$ cat src/rtl/restriction_sweep_pkg.sv
// Shared types and helpers for the restriction sweep controller.
package restriction_sweep_pkg;

  localparam int N_MAX = 16;
  localparam int W_DEF = 16;

  typedef logic [N_MAX-1:0] asg_t;

  typedef enum logic [1:0] {
    IDLE,
    SWEEP,
    EMIT,
    DONE
  } state_e;

  // Bit-index width of a truth-table word; never below one bit.
  function automatic int word_idx_w(input int w);
    return (w > 1) ? $clog2(w) : 1;
  endfunction

  function automatic int unsigned popcount(input asg_t v);
    int unsigned c;
    c = 0;
    for (int i = 0; i < N_MAX; i++) c += {31'b0, v[i]};
    return c;
  endfunction

endpackage

$ cat src/rtl/restriction_sweep_ctrl_if.sv
// Truth-table word stream between the sweep controller and its consumer.
interface restriction_sweep_ctrl_if #(
  parameter int W = 16
) ();
  logic [W-1:0] tt_data;
  logic         tt_valid;
  logic         tt_ready;
  logic         tt_last;

  modport master (output tt_data, output tt_valid, output tt_last, input tt_ready);
  modport slave  (input tt_data, input tt_valid, input tt_last, output tt_ready);
endinterface

$ cat src/rtl/restriction_sweep_pack.sv
// W-bit pack buffer: bit k of a word holds the k-th sampled FUT output.
module restriction_sweep_pack
  import restriction_sweep_pkg::*;
#(
  parameter int W = W_DEF
) (
  input  logic         clk,
  input  logic         rst_n,
  input  logic         clr,
  input  logic         shift_en,
  input  logic         flush,
  input  logic         bit_in,
  output logic [W-1:0] word,
  output logic         full
);

  localparam int IW = word_idx_w(W);

  logic [W-1:0]  buf_q;
  logic [IW-1:0] fill;

  // word already contains the incoming bit so the caller can load it on the same edge
  always_comb begin
    word       = buf_q;
    word[fill] = bit_in;
  end

  assign full = (fill == IW'(W - 1));

  always_ff @(posedge clk or negedge rst_n) begin
    if (!rst_n) begin
      buf_q <= '0;
      fill  <= '0;
    end else if (clr) begin
      buf_q <= '0;
      fill  <= '0;
    end else if (shift_en) begin
      if (full || flush) begin
        buf_q <= '0;
        fill  <= '0;
      end else begin
        buf_q <= word;
        fill  <= fill + IW'(1);
      end
    end
  end

endmodule

$ cat src/rtl/restriction_sweep_ctrl.sv
// Exhaustive sweep of a FUT over its unmasked inputs, packing outputs into truth-table words.
// Optional onset counter output enabled by RESTRICTION_SWEEP_ONSET_EN.
//
//   state | meaning
//   IDLE  | waiting for start; config latched on acceptance
//   SWEEP | one assignment sampled per cycle into the pack buffer
//   EMIT  | word presented on tt, sweep frozen until accepted
//   DONE  | done pulse visible, busy drops on exit
module restriction_sweep_ctrl
  import restriction_sweep_pkg::*;
#(
  parameter int N = 7,
  parameter int W = 16
) (
  input  logic         clk,
  input  logic         rst_n,
  input  logic         start,
  input  logic [N-1:0] cfg_fix_mask,
  input  logic [N-1:0] cfg_fix_val,
  output logic         busy,
  output logic         done,
  output logic [N-1:0] fut_x,
  input  logic         fut_y,
  restriction_sweep_ctrl_if.master tt
`ifdef RESTRICTION_SWEEP_ONSET_EN
  ,
  output logic [N:0]   onset_cnt
`endif
);

  localparam logic [N-1:0] ALL_ONES = '1;

  state_e       state;
  logic [N-1:0] mask_q;
  logic [N-1:0] val_q;
  logic [N-1:0] cnt;
  logic [N-1:0] cnt_or_mask;
  logic [N-1:0] cnt_nxt;
  logic         last_asg;
  logic         start_acc;
  logic         shift_en;
  logic [W-1:0] pk_word;
  logic         pk_full;

  // Forcing masked bits to one lets the carry skip over them.
  assign cnt_or_mask = cnt | mask_q;
  assign cnt_nxt     = (cnt_or_mask + N'(1)) & ~mask_q;
  assign last_asg    = (cnt_or_mask == ALL_ONES);
  assign start_acc   = (state == IDLE) && start;
  assign shift_en    = (state == SWEEP);

  restriction_sweep_pack #(.W(W)) u_pack (
    .clk      (clk),
    .rst_n    (rst_n),
    .clr      (start_acc),
    .shift_en (shift_en),
    .flush    (last_asg),
    .bit_in   (fut_y),
    .word     (pk_word),
    .full     (pk_full)
  );

  always_ff @(posedge clk or negedge rst_n) begin
    if (!rst_n) begin
      state       <= IDLE;
      busy        <= 1'b0;
      done        <= 1'b0;
      fut_x       <= '0;
      cnt         <= '0;
      mask_q      <= '0;
      val_q       <= '0;
      tt.tt_data  <= '0;
      tt.tt_valid <= 1'b0;
      tt.tt_last  <= 1'b0;
`ifdef RESTRICTION_SWEEP_ONSET_EN
      onset_cnt   <= '0;
`endif
    end else begin
      done <= 1'b0;
      case (state)
        IDLE: begin
          if (start) begin
            mask_q <= cfg_fix_mask;
            val_q  <= cfg_fix_val;
            cnt    <= '0;
            fut_x  <= cfg_fix_val & cfg_fix_mask;
            busy   <= 1'b1;
            state  <= SWEEP;
`ifdef RESTRICTION_SWEEP_ONSET_EN
            onset_cnt <= '0;
`endif
          end
        end
        SWEEP: begin
`ifdef RESTRICTION_SWEEP_ONSET_EN
          onset_cnt <= onset_cnt + (N+1)'(fut_y);
`endif
          // the final assignment stays on fut_x; the counter never wraps
          if (!last_asg) begin
            cnt   <= cnt_nxt;
            fut_x <= cnt_nxt | (val_q & mask_q);
          end
          if (pk_full || last_asg) begin
            tt.tt_data  <= pk_word;
            tt.tt_valid <= 1'b1;
            tt.tt_last  <= last_asg;
            state       <= EMIT;
          end
        end
        EMIT: begin
          if (tt.tt_ready) begin
            tt.tt_valid <= 1'b0;
            tt.tt_last  <= 1'b0;
            if (tt.tt_last) begin
              done  <= 1'b1;
              state <= DONE;
            end else begin
              state <= SWEEP;
            end
          end
        end
        DONE: begin
          busy  <= 1'b0;
          state <= IDLE;
        end
        default: state <= IDLE;
      endcase
    end
  end

endmodule

$ cat src/flat_wrapper.sv
// flat-port wrapper written by rule: the top's interface ports become plain ports
module restriction_sweep_ctrl_flat import restriction_sweep_pkg::*;
#(
  parameter int N = 7,
  parameter int W = 16
)
  (clk, rst_n, start, cfg_fix_mask, cfg_fix_val, busy, done, fut_x, fut_y, tt_tt_data, tt_tt_valid, tt_tt_last, tt_tt_ready);
  restriction_sweep_ctrl_if #(.W(W)) tt_i ();
  input  logic clk;
  input  logic rst_n;
  input  logic start;
  input  logic [N-1:0] cfg_fix_mask;
  input  logic [N-1:0] cfg_fix_val;
  output logic busy;
  output logic done;
  output logic [N-1:0] fut_x;
  input  logic fut_y;
  output wire logic [$bits(tt_i.tt_data)-1:0] tt_tt_data;
  output wire logic [$bits(tt_i.tt_valid)-1:0] tt_tt_valid;
  output wire logic [$bits(tt_i.tt_last)-1:0] tt_tt_last;
  input wire logic [$bits(tt_i.tt_ready)-1:0] tt_tt_ready;
  assign tt_tt_data = tt_i.tt_data;
  assign tt_tt_valid = tt_i.tt_valid;
  assign tt_tt_last = tt_i.tt_last;
  assign tt_i.tt_ready = tt_tt_ready;
  restriction_sweep_ctrl #(.N(N), .W(W)) u_core (.clk(clk), .rst_n(rst_n), .start(start), .cfg_fix_mask(cfg_fix_mask), .cfg_fix_val(cfg_fix_val), .busy(busy), .done(done), .fut_x(fut_x), .fut_y(fut_y), .tt(tt_i));
endmodule
$ cat config.mk
export PLATFORM = sky130hd
export DESIGN_NAME = restriction_sweep_ctrl_flat
export DESIGN_NICKNAME = d
export VERILOG_FILES = /design/src/rtl/restriction_sweep_pkg.sv /design/src/rtl/restriction_sweep_ctrl_if.sv /design/src/rtl/restriction_sweep_pack.sv /design/src/rtl/restriction_sweep_ctrl.sv /design/src/flat_wrapper.sv
export SDC_FILE = /design/constraint.sdc
export NUM_CORES = 1
export LEC_CHECK = 0
export ABC_AREA = 1
export ABC_CLOCK_PERIOD_IN_PS = 4900
export CORE_MARGIN = 3
export CORE_UTILIZATION = 68
export DETAILED_ROUTE_END_ITERATION = 7
export DONT_BUFFER_PORTS = 1
export HOLD_SLACK_MARGIN = 0.1
export PLACE_DENSITY = 0.84
export SETUP_SLACK_MARGIN = 0.05
export SLEW_MARGIN = 20
export SYNTH_ARGS = -nofsm -noshare
export SYNTH_HDL_FRONTEND = slang
export SYNTH_SLANG_ARGS = --single-unit
$ cat constraint.sdc
create_clock -name clk -period 4.9 [get_ports clk]
set_input_delay 0.98 -clock clk [delete_from_list [all_inputs] [get_ports clk]]
set_output_delay 0.98 -clock clk [all_outputs]
set_load 0.03 [all_outputs]
After elaboration in Yosys (flattened, before gate mapping)
Index checks and enable logic that the tools add are counted.
{ "classes": {"n_addsub": 2, "n_mul": 0, "n_div": 0, "order_cmp": 2, "n_eq_ne": 9, "n_shift": 0, "muxes": 30, "n_bitwise": 6, "n_reduce_logical": 14} }
{ "op_table": {"columns": ["op", "count"], "rows": [
  ["2-to-1 mux 16 bit", 3],
  ["2-to-1 mux 7 bit", 4],
  ["one-hot mux 7 bit (2 select lines)", 2],
  ["bitwise AND 7 bit", 3],
  ["bitwise mux 16 bit", 1],
  ["OR 7 bit", 2],
  ["2-to-1 mux 4 bit", 3],
  ["AND reduction 3 bit", 3],
  ["2-to-1 mux 1 bit", 8],
  ["2-to-1 mux 2 bit", 4],
  ["inequality test 2 bit, second input constant", 4],
  ["one-hot mux 2 bit (4 select lines)", 1],
  ["nonzero test 2 bit", 4],
  ["adder 7 x 1 -> 7 bit, second input constant", 1],
  ["equality test 7 bit, second input constant", 1],
  ["NOT 7 bit", 1],
  ["one-hot mux 1 bit (2 select lines)", 3],
  ["AND reduction 2 bit", 3],
  ["< comparator 4 x 5 -> 1 bit, second input constant", 1],
  ["adder 4 x 1 -> 4 bit, second input constant", 1],
  ["demux 1 bit (select 4 bit)", 1],
  ["equality test 2 bit, second input constant", 2],
  ["equality test 4 bit, second input constant", 1],
  [">= comparator 4 x 1 -> 1 bit, second input constant", 1],
  ["4 further kinds", 5]
]} }
{ "word_totals": {"register_bits": 70, "latchBits": 0, "ramBits": 0, "rom_bits": 0, "in_bits": 19, "output_inout_bits": 27, "elab_cells": 75, "memories": 0} }

Depth between registers and ports, before layout
{ "logic_depth": {"word_depth": 8, "ltp_mapped": 11, "depth_no_buf": 11} }

Modules after synthesis
A second synthesis with hierarchy kept.
{ "unflattened": {"hier_cells": 462, "hier_area_um2": 3706.1} }
{ "modules_own_cells": {"columns": ["mod", "instances", "cells_per_inst", "area_each_um2", "seq_area_each_um2"], "rows": [
  ["restriction_sweep_ctrl", 1, 284, 2381.0, 1251.2],
  ["restriction_sweep_pack", 1, 178, 1325.0, 500.5]
]} }

Worst setup path before layout
OpenSTA, ideal clock, no wires.
{ "synth_path": {"path_kind": "input -> register", "startpoint": "input start", "endpoint": "register u_core.val_q[3]", "setup_time_ns": 0.125, "t_arrival_ns": 1.557, "required_ns": 4.775, "setup_slack_ns": 3.219, "stages": 3, "path_buffers": 1, "path_cell_list": "nand2_4 buf_6 mux2_2"} }
{ "synth_via": {"elab_chain_len": 1} }
{ "synth_rtl": {"columns": ["element", "line", "source"], "rows": [
  ["from (decl)", "flat_wrapper.sv:11", "input logic start;"],
  ["AND reduction 2 bit (no source line)", null, null],
  ["to (signal assigned)", "restriction_sweep_ctrl.sv:84", "val_q <= cfg_fix_val;"],
  ["to (decl)", "restriction_sweep_ctrl.sv:35", "logic [N-1:0] val_q;"]
]} }
Every way passes these cells.
A chain may end at the register's enable or synchronous reset.

Worst setup path after layout
{ "layout_path": {"startpoint": "register u_core.mask_q[0]", "endpoint": "register u_core.state[1]"} }
{ "layout_via": {"elab_chain_len": 5} }
{ "layout_rtl": {"columns": ["element", "line", "source"], "rows": [
  ["from (decl)", "restriction_sweep_ctrl.sv:34", "logic [N-1:0] mask_q;"],
  ["from (signal assigned)", "restriction_sweep_ctrl.sv:83", "mask_q <= cfg_fix_mask;"],
  ["OR 7 bit", "restriction_sweep_ctrl.sv:46", "assign cnt_or_mask = cnt | mask_q;"],
  ["equality test 7 bit", "restriction_sweep_ctrl.sv:48", "assign last_asg = (cnt_or_mask == ALL_ONES);"],
  ["logical OR 1 bit", "restriction_sweep_ctrl.sv:103", "if (pk_full || last_asg) begin"],
  ["inequality test 2 bit (no source line)", null, null],
  ["AND reduction 3 bit (no source line)", null, null],
  ["to (signal assigned)", "restriction_sweep_ctrl.sv:107", "state <= EMIT;"],
  ["to (signal assigned)", "restriction_sweep_ctrl.sv:116", "state <= DONE;"],
  ["to (signal assigned)", "restriction_sweep_ctrl.sv:118", "state <= SWEEP;"],
  ["to (decl)", "restriction_sweep_ctrl.sv:33", "state_e state;"]
]} }
Every way passes these cells.

==> summary.txt <==
Die
  • Die ar.: 5940 sq um
  • Initial Utilization: 71.7%
  • Core area: 4790 sq um
  • Io pins: 46
  • Die width: 77.0 microns
  • Die height: a little under 80 microns
  • Rows: 25

Detailed routing
  • Routed vias: 2,577
  • Vias per inst: 5.66
  • Routed wire per std cell: about 15 microns
  • 1st-iter DRT viols: 199
  • Drt total wl: 6.64 mm
  • DRC viols: 0
  • TritonRoute pass-1 iters: 4
  • Post-route ant nets: 0

Yosys
  • Post-Synth Adder-Cell Area: between 1.5 and 2%
  • Netlist cell types: 30
  • Post-synthesis mux area share: 2.62%
  • Combinational family with the most area after synthesis: simple AND/OR/NAND/NOR gates
  • Synth area leader: dfrtp_1
  • Synth Cell Area: 3430 sq um
  • Cells after synthesis: between 300 and 400
  • Number of synthesized register bits: 70
  • Synthesized Nets: about 410
  • Syn avg cell area: 8.85 sq um
  • Post-synth top area share: 51.0%
  • Post-Synth XOR/XNOR Area: 0.255%
  • Simple-gate area share of the yosys netlist: about a fifth
  • Yosys warnings: 0
  • Seq/Total Area, Yosys: 51.0%
  • Post-synthesis compound-gate area fraction: 15.4%
  • Synth area leaders: dfrtp_1 51%, nand2_1 8.2%, nand3_1 4.8%, inv_1 4.2%, o21ai_2 3.6%

Clock network
  • H-tree Lvls: 3
  • CTS tree: built
  • Latest clock arrival within the worst-skew pair: 0.34 ns
  • Post-CTS Setup Bufs: 0
  • CTS root buffer: clkbuf_8
  • Worst-path clk slew: 0.07 ns
  • Post_cts resized: 0
  • Hold-fix buffers at CTS: 0
  • Clock sinks: 70
  • Inserted Clock Buffers: 9
  • Clk buf depth: 2

STA
  • Fin. max-slew vios: 0
  • Final Hold Vio Count: 0
  • Worst slew margin: 69.0%
  • RSZ-0062 raised after global routing: false
  • Setup TNS: 0 ns
  • Clock skew: 0.00372 ns
  • Max Fclk: around 510 MHz
  • Period minus WS final: 1.98 ns
  • Final Cycle Share: 40.4%
  • Final WS setup: between 2 and 3 ns
  • Worst Tran Pin Value: 0.464 ns
  • Endpoints failing setup: 0

Final layout
  • Antenna diodes: 0
  • Final Non-Filler Cells: 455
  • Area Growth Syn to Fin: 3.50%
  • Most frequent cells in the layout: 75 x nand2_1, 70 x dfrtp_1, 38 x inv_1
  • Leading cell type in the layout, fill and taps excluded: nand2_1
  • Ratio of cells with drive above 1 in the final layout: 13.9%
  • Final net count: 407

Critical path
  • CP max FO: 20
  • Critical path type: reg -> reg
  • R2R Path End: u_core.state[1]$_DFFE_PN0P_
  • Worst EP required: approximately 5 ns
  • Slowest stage delay, CP: a little under 0.4 ns
  • Flop-to-flop setup slack: 2.92 ns
  • R2R depth: 9
  • Worst path cell trace: nor2_1 -> inv_1 -> ha_1 -> nand2_2 -> nor2_2 -> nand2_2 -> nand3_2 -> nand3b_1 -> nand2_1
  • WP data arrival: 2.20 ns
  • Critical Path Slowest Stage Cell: dfrtp_1
  • Setup crit end kind: register
  • Most frequent CP cell: nand2_2
  • Reg2reg start: u_core.mask_q[0]$_DFFE_PN0P_
  • Startpoint Class: register

GRT
  • Vias in the first global route: 2,619
  • GRT overflow: 0
  • Largest net degree at the start of global routing: 71
  • First-pass GRT wire length: 11.6 mm
  • Antenna violations before repair: 0
  • GRT Total Usage: 24.4%

Placement
  • Inst Count DP: roughly 440
  • I/O Buffers: 0
  • Final HPWL DP: about 4.3 mm
  • Worst slack, placed: roughly 3 ns
  • GPL Wtd Cong: 0.864

Worst hold path
  • Min-delay worst type: in -> async

Power
  • Max rail drop VDD: 495 uV
  • Leakage: 1.71 nW
  • PD cells: 707 nW/um^2

Job
  • Max-Cap Viols: 0

Run status
  • Status: finished, final reports clean
-- registers in the layout, summed over array words and instances, names as in the netlist --
| name | flops |
|---|---|
| u_core.state | 2 |
| u_core.busy | 1 |
| u_core.val_q | 7 |
| u_core.fut_x | 7 |
| u_core.tt.tt_last | 1 |
| u_core.tt.tt_data | 16 |
| u_core.done | 1 |
| u_core.u_pack.fill | 4 |
| u_core.cnt | 7 |
| u_core.tt.tt_valid | 1 |
| u_core.u_pack.buf_q | 16 |
| u_core.mask_q | 7 |
-- worst max-delay path by stage --
stage / startpoint / endpoint / slack [ns] / cells past startpoint
after CTS: u_core.mask_q[0]$_DFFE_PN0P_ / u_core.state[1]$_DFFE_PN0P_ / 2.94 / 9
after global routing: u_core.cnt[0]$_DFFE_PN0P_ / u_core.tt.tt_last$_DFFE_PN0P_ / 2.69 / 11
after floorplan: start / u_core.val_q[3]$_DFFE_PN0P_ / 3.22 / 3
after detailed placement: start / u_core.u_pack.buf_q[4]$_DFFE_PN0P_ / 2.96 / 3
final: u_core.mask_q[0]$_DFFE_PN0P_ / u_core.state[1]$_DFFE_PN0P_ / 2.92 / 9
after global placement: start / u_core.u_pack.buf_q[8]$_DFFE_PN0P_ / 3.00 / 3
-- metrics by stage --
stage               hold slack, ns  area [sq um]  total power, W  util, %
floorplan                    0.478          3430         0.00197        -
global placement             0.490          3390         0.00206     70.8
finish                       0.331          3550         0.00251     74.2
CTS                          0.330          3550         0.00251     74.2
global route                 0.322          3550         0.00271     74.2
detailed placement           0.497          3390         0.00211     70.8
-- logic make-up (layout without fill, tap and decap cells) --
family / Yosys count / after routing
XOR/XNOR: 1 / 1
AND/OR/NAND/NOR: 155 / 155
adder cells (fa/ha/maj): 5 / 5
buffers and inverters: 60 / 60
flip-flops: 70 / 70
AO/OA/AOI/OAI: 89 / 89
multiplexers: 8 / 8
-- layer usage --
metal	track usage [%]	vias to the layer above	wire length (microns)	share of wire (%)
met2	37.6	72	3000	45
met4	11.2	0	125	1.9
li1	-	1269	-	-
met5	0	-	0	0
met1	33.0	1222	3090	47
met3	5.63	14	423	6.4
-- worst max-delay path, delay by kind of cell, from the launching register on --
kind / cells / cell delay [ns]
flops: 1 / 0.39
buf+inv: 1 / 0.10
simple gates: 7 / 1.15
fa+ha+maj: 1 / 0.21
-- layout make-up --
type	count	area, sq um
Tap cell	67	83.8
Multi-Input combinational cell	258	1390
Inverter	44	168
Clock inverter	1	5.00
Sequential cell	70	1750
Fill cell	345	1230
Clock buffer	15	156
-- report_power, final --
group	leakage, nW	switching, W	internal (W)
Combinational	0.727	0.000662	0.000334
Clock	0.0817	0.000199	0.000198
Sequential	0.901	0.000320	0.000800
-- Yosys cell counts --
| master | count |
|---|---|
| a21oi_1 | 22 |
| a21oi_2 | 1 |
| a31oi_1 | 6 |
| and3_1 | 1 |
| buf_2 | 7 |
| buf_4 | 1 |
| buf_6 | 7 |
| clkbuf_1 | 1 |
| dfrtp_1 | 70 |
| ha_1 | 5 |
| inv_1 | 38 |
| inv_2 | 5 |
| inv_4 | 1 |
| mux2_2 | 8 |
| nand2_1 | 75 |
| nand2_2 | 6 |
| nand2_4 | 5 |
| nand3_1 | 33 |
| nand3_2 | 1 |
| nand3b_1 | 1 |
| nand4_1 | 1 |
| nor2_1 | 29 |
| nor2_2 | 2 |
| nor3_1 | 1 |
| o21ai_0 | 23 |
| o21ai_1 | 8 |
| o21ai_2 | 14 |
| o22ai_1 | 14 |
| o31ai_1 | 1 |
| xor2_1 | 1 |
Note: power is estimated with default switching activity, not from simulation.
